==> config.mk <==
export PLATFORM = sky130hd
export DESIGN_NAME = branch_predict_resolve
export DESIGN_NICKNAME = d
export VERILOG_FILES = /design/src/rtl/branch_predict_resolve.sv
export SDC_FILE = /design/constraint.sdc
export NUM_CORES = 1
export LEC_CHECK = 0
export ABC_AREA = 1
export CAP_MARGIN = 20
export CORE_UTILIZATION = 51
export DETAILED_ROUTE_END_ITERATION = 10
export PLACE_DENSITY = 0.81
export SLEW_MARGIN = 30
export SYNTH_ARGS = -nofsm -noshare
export SYNTH_HDL_FRONTEND = slang
export SYNTH_SLANG_ARGS = --single-unit
export TNS_END_PERCENT = 1
==> constraint.sdc <==
create_clock -name clk -period 2.6 [get_ports clk]
set_input_delay 0.52 -clock clk [delete_from_list [all_inputs] [get_ports clk]]
set_output_delay 0.52 -clock clk [all_outputs]
set_load 0.05 [all_outputs]
==> src/rtl/branch_predict_resolve.sv <==
// Decode-stage branch resolution with a 2-bit saturating-counter branch history table.
// Prediction is looked up at fetch; conditional branches train the table when they resolve.
module branch_predict_resolve #(
  parameter int DW         = 32,
  parameter int BHT_IDX    = 6,
  parameter int PREDICT_EN = 1,
  parameter int CNT_W      = 16
) (
  input  logic             clk,
  input  logic             rst_n,
  input  logic [31:0]      if_pc,
  output logic             if_pred_taken,
  input  logic             id_valid,
  input  logic             id_stall,
  input  logic [31:0]      id_pc,
  input  logic [31:0]      id_inst,
  input  logic [DW-1:0]    id_ra,
  input  logic [DW-1:0]    id_rb,
  input  logic             id_pred_taken,
  output logic             res_valid,
  output logic [1:0]       res_sel,
  output logic             res_mispredict,
  output logic             res_flush,
  output logic [CNT_W-1:0] perf_br_cnt,
  output logic [CNT_W-1:0] perf_mp_cnt
);

  localparam int ENTRIES = 1 << BHT_IDX;

  logic [BHT_IDX-1:0] if_idx;
  logic [BHT_IDX-1:0] id_idx;
  logic [1:0]         bht_q [ENTRIES];
  logic [1:0]         ctr_cur;
  logic [1:0]         ctr_next;

  logic [5:0] opcode;
  logic [5:0] funct;
  logic       fire;
  logic       is_cond;
  logic       taken;
  logic       ra_le_zero;
  logic       bht_upd;
  logic [1:0] sel_next;
  logic       mp_next;

  logic       res_valid_reg;
  logic [1:0] res_sel_reg;
  logic       res_mp_reg;
  logic       res_flush_reg;
  logic [CNT_W-1:0] perf_br_reg;
  logic [CNT_W-1:0] perf_mp_reg;

  logic unused_bits;
  assign unused_bits = ^{if_pc[31:BHT_IDX+2], if_pc[1:0], id_pc[31:BHT_IDX+2], id_pc[1:0], id_inst[25:6]};

  assign if_idx = if_pc[BHT_IDX+1:2];
  assign id_idx = id_pc[BHT_IDX+1:2];
  assign opcode = id_inst[31:26];
  assign funct  = id_inst[5:0];
  assign fire   = id_valid & ~id_stall;

  // Signed ra <= 0 is just "sign bit set or all zero", so no signed compare is needed.
  assign ra_le_zero = id_ra[DW-1] | (id_ra == '0);

  always_comb begin
    is_cond  = 1'b0;
    taken    = 1'b0;
    sel_next = 2'b00;
    case (opcode)
      6'b000100: begin is_cond = 1'b1; taken = (id_ra == id_rb); end
      6'b000101: begin is_cond = 1'b1; taken = (id_ra != id_rb); end
      6'b000110: begin is_cond = 1'b1; taken = ra_le_zero;        end
      6'b000111: begin is_cond = 1'b1; taken = ~ra_le_zero;       end
      6'b000010, 6'b000011: sel_next = 2'b10;
      6'b000000: if (funct == 6'b001000 || funct == 6'b001001) sel_next = 2'b11;
      default: ;
    endcase
    if (is_cond && taken) sel_next = 2'b01;
  end

  assign mp_next = is_cond & (taken != id_pred_taken);

  // Counter training: saturating step toward the resolved direction.
  assign ctr_cur  = bht_q[id_idx];
  always_comb begin
    ctr_next = ctr_cur;
    if (taken) begin
      if (ctr_cur != 2'b11) ctr_next = ctr_cur + 2'b01;
    end else begin
      if (ctr_cur != 2'b00) ctr_next = ctr_cur - 2'b01;
    end
  end

  assign bht_upd = (PREDICT_EN != 0) && fire && is_cond;

  generate
    for (genvar gi = 0; gi < ENTRIES; gi++) begin : g_bht
      logic [1:0] ctr_reg;
      always_ff @(posedge clk) begin
        if (!rst_n)
          ctr_reg <= 2'b01;
        else if (bht_upd && (id_idx == BHT_IDX'(gi)))
          ctr_reg <= ctr_next;
      end
      assign bht_q[gi] = ctr_reg;
    end
  endgenerate

  // Lookup reads the registered entry, so a same-cycle update is not visible yet.
  assign if_pred_taken = (PREDICT_EN != 0) ? bht_q[if_idx][1] : 1'b0;

  always_ff @(posedge clk) begin
    if (!rst_n) begin
      res_valid_reg <= 1'b0;
      res_sel_reg   <= 2'b00;
      res_mp_reg    <= 1'b0;
      res_flush_reg <= 1'b0;
      perf_br_reg   <= '0;
      perf_mp_reg   <= '0;
    end else begin
      res_valid_reg <= fire;
      res_sel_reg   <= fire ? sel_next : 2'b00;
      res_mp_reg    <= fire & mp_next;
      res_flush_reg <= fire & (mp_next | sel_next[1]);
      if (fire && is_cond && !(&perf_br_reg))
        perf_br_reg <= perf_br_reg + CNT_W'(1);
      if (fire && mp_next && !(&perf_mp_reg))
        perf_mp_reg <= perf_mp_reg + CNT_W'(1);
    end
  end

  assign res_valid      = res_valid_reg;
  assign res_sel        = res_sel_reg;
  assign res_mispredict = res_mp_reg;
  assign res_flush      = res_flush_reg;
  assign perf_br_cnt    = perf_br_reg;
  assign perf_mp_cnt    = perf_mp_reg;

endmodule

==> results.md <==
- Worst setup SP type: input pin
- Critical Path Fanout Max: 6
- Clk pwr share: 44.4%
- Clk buf depth: 2
- Largest register FFs: 128
- Final setup fails: 0
- Core area: ~17000 µm²
- Sequential area share after synthesis: 37.3%
- Critical path, cell by cell: clkbuf_2 > inv_4 > buf_12 > clkbuf_4 > nor2_1 > o22ai_2 > o21ai_1 > o221ai_1 > o211ai_1 > nand2_1 > buf_12
- Post-route ant nets: 0
- Post-Synthesis Net Count: 1520
- Max-slew violations: 0
- Worst relative slew slack: around 65%
- GPL Wtd Cong: 0.917
- Cts hold-fix bufs: 0
- Sink Count: ~170
- First-pass GRT wire length: approximately 44000 µm
- Pin count of the biggest net entering global routing: 130
- Final Critical Period: 2540 ps
- Vias: 9921
- CTS clk-pin slew, worst paths: around 70 ps
- Cell variety after synth: 36
- Hold Crit Class: reg2reg
- Power per cell area: around 500 nW/µm²
- DRC viols: 0
- Final setup skew: 11.0 ps
- Synthesized flop and latch total: 165
- Pint: 4.39 mW
- Period Utilization, post-route: 97.6%
- Sw frac: between 20% and 30%
- Maximum vdd drop: 450 µV
- Dpl hpwl: 18800 µm
- Dominant cells by area after synthesis: dfxtp_1 37%, nand2_1 12%, o21ai_0 9.4%, nor2_1 8.5%, a21oi_1 5.6%
- Antenna cells: 0
- Number of flops mapped to enable cells by yosys: 0
- CP required: roughly 2100 ps
- RSZ-0062 raised after global routing: yes
- Part of the power in registers: 42.9%
- Fmax: 0.394 GHz
- Kind of critical path: in2out
- Critical path's slowest cell: o22ai_2
- Top delay family on crit path: buffers and inverters
- Die Footprint: 17900 µm²
- Syn Area/Cell: 6.55 µm²
- Max cap viols: 0
- GRT Total Usage: just over 30%
- Post-synth top area share: a little under two fifths
- Clk root buf: clkbuf_16
- Top-count cell post-synth: nand2_1
- Design area: 11500 µm²
- Cells after Synth: approximately 1400
- Crit path arrival time: 2020 ps
- Most instantiated cells after synthesis: 293 x nand2_1, 200 x nor2_1, 167 x o21ai_0, 165 x dfxtp_1, 103 x inv_1
- Initial antenna violation count: 0
- IO buf count: around 130
- Status: completed
- Async SR Flop Fraction: 0%
- Area Growth Syn to Fin: 29.7%
- Die Span X: 134 µm
- Dpl cell area: 10800 µm²
- Grt ovf: 0
- Share of cells above drive strength 1: slightly above 8%
- Comb pwr share: around 13%
- Skew-Pair Late Insertion Delay: between 400 and 500 ps
- # nets final: between 1500 and 2000
- Drt initial violations: 914
- Worst-Margin Slew: roughly 530 ps
- CTS tree: yes
- H-tree levels: 4
- Top Ports: slightly above 200
- Vias/cell: 5.71
- Drt first pass iters: 7
- Critical Path Most Common Cell: buf_12
- Critical path's largest stage delay: about 200 ps
- Drt wl/cell: 16.0 µm
- Synth Flop Type: dfxtp_1
- Starting Density: 52.9%
- Leakage: about 4.5 nW
- Critical Path End Type: output pin
- Biggest area consumer among synthesized cells: dfxtp_1
- Buf/Inv on CP: 5
- Fin. Hold Viols: 0
- Psw: 1.51 mW
- Chip Height: around 130 µm
- Rows: 47
- Synthesized area: 8860 µm²
- Total CTS buffers: 17
- Number of synthesis warnings: 0
- Post-Route WL: 27800 µm
- Worst hold slack: around 480 ps
- Vias in the first global route: a little over 9000
-- worst paths after layout --
path                                      from                           endpoint  slack, ps  cells after the start
max                                   if_pc[2]                      if_pred_taken         60                     11
min          g_bht[48].ctr_reg[0]$_SDFFE_PN1P_  g_bht[48].ctr_reg[0]$_SDFFE_PN1P_        480                      2
max reg2reg        perf_mp_cnt[6]$_SDFFE_PN0P_       perf_mp_cnt[11]$_SDFFE_PN0P_        570                     11
min reg2reg  g_bht[48].ctr_reg[0]$_SDFFE_PN1P_  g_bht[48].ctr_reg[0]$_SDFFE_PN1P_        480                      2
-- placed cells by master (no fill, tap or decap), types with 3 or more instances in the layout --
master	netlist	final
a22oi_1	57	57
bufinv_16	0	3
o21ai_1	3	9
clkinv_4	0	3
nor2_2	2	3
buf_12	0	14
o22ai_1	19	18
nor2_1	200	199
xnor2_2	0	3
o21ai_0	167	160
xnor2_1	22	19
a21oi_1	99	99
dfxtp_1	165	165
nand2_2	3	3
inv_1	103	101
nand2_1	293	293
clkbuf_16	0	18
buf_4	12	55
nor4_1	6	6
inv_6	0	3
xor2_1	10	10
nand4_1	11	11
clkdlybuf4s50_1	0	123
inv_2	2	3
nand3_1	82	80
clkinv_1	3	3
nor3_1	17	17
o221ai_1	5	5
-- cells by family (layout without fill, tap and decap cells) --
family / after synthesis / in the layout / synth area share [%]
buffers and inverters: 175 / 340 / 8.10
AND/OR/NAND/NOR: 620 / 620 / 28.5
XOR/XNOR: 32 / 32 / 3.16
AO/OA/AOI/OAI: 359 / 359 / 22.6
flip-flops: 165 / 165 / 37.3
adder cells (fa/ha/maj): 2 / 2 / 0.282
-- per-layer routing --
layer / GRT usage, % / part of all wire [%]
met1: 37.5 / 40
met2: 52.4 / 47
met3: 7.26 / 9.7
met4: 12.2 / 3.1
met5: 0 / 0
-- through the flow --
stage | instances | util, % | total power, mW | setup slack (ps) | setup TNS (ps)
4_1_cts | 1734 | 68.0 | 5.89 | 14.1 | 0
6_report | 1738 | 68.6 | 5.90 | 61.8 | 0
2_1_floorplan | 1353 | - | 2.94 | 317 | 0
5_1_grt | 1738 | 68.6 | 6.06 | -24.2 | -26.6
3_5_place_dp | 1702 | 64.4 | 3.31 | -359 | -46020
3_3_place_gp | 1702 | 64.4 | 3.30 | -280 | -36860
-- timing repair --
action                     CTS  global route
resized for setup           11            18
buffers inserted             0             3
setup endpoints to repair    1           131
pin swaps                    4            10
cloned                       0             1
-- power by group through the flow --
stage               sequential [mW]  combinational (mW)  clock [mW]
CTS                            2.53               0.723        2.64
detailed placement             2.59               0.717           0
global placement               2.59               0.707           0
floorplan                      2.59               0.347           0
global route                   2.53               0.801        2.73
finish                         2.53               0.751        2.62
-- tightest hold or removal path, delay by kind of cell, from the launching register on --
family / cells / cell delay, ps
flops: 1 / 330
compound gates: 1 / 70
simple gates: 1 / 50
-- layout make-up --
cell class              count  area, µm²
clock inverters            13        171
well taps                 220        275
inverters                 108        408
fillers                  1424       5270
multi-input cells        1013       4890
flip-flops and latches    165       3300
clock buffers              19        433
repair buffers            200       2010
(Power assumes the default switching activity.)
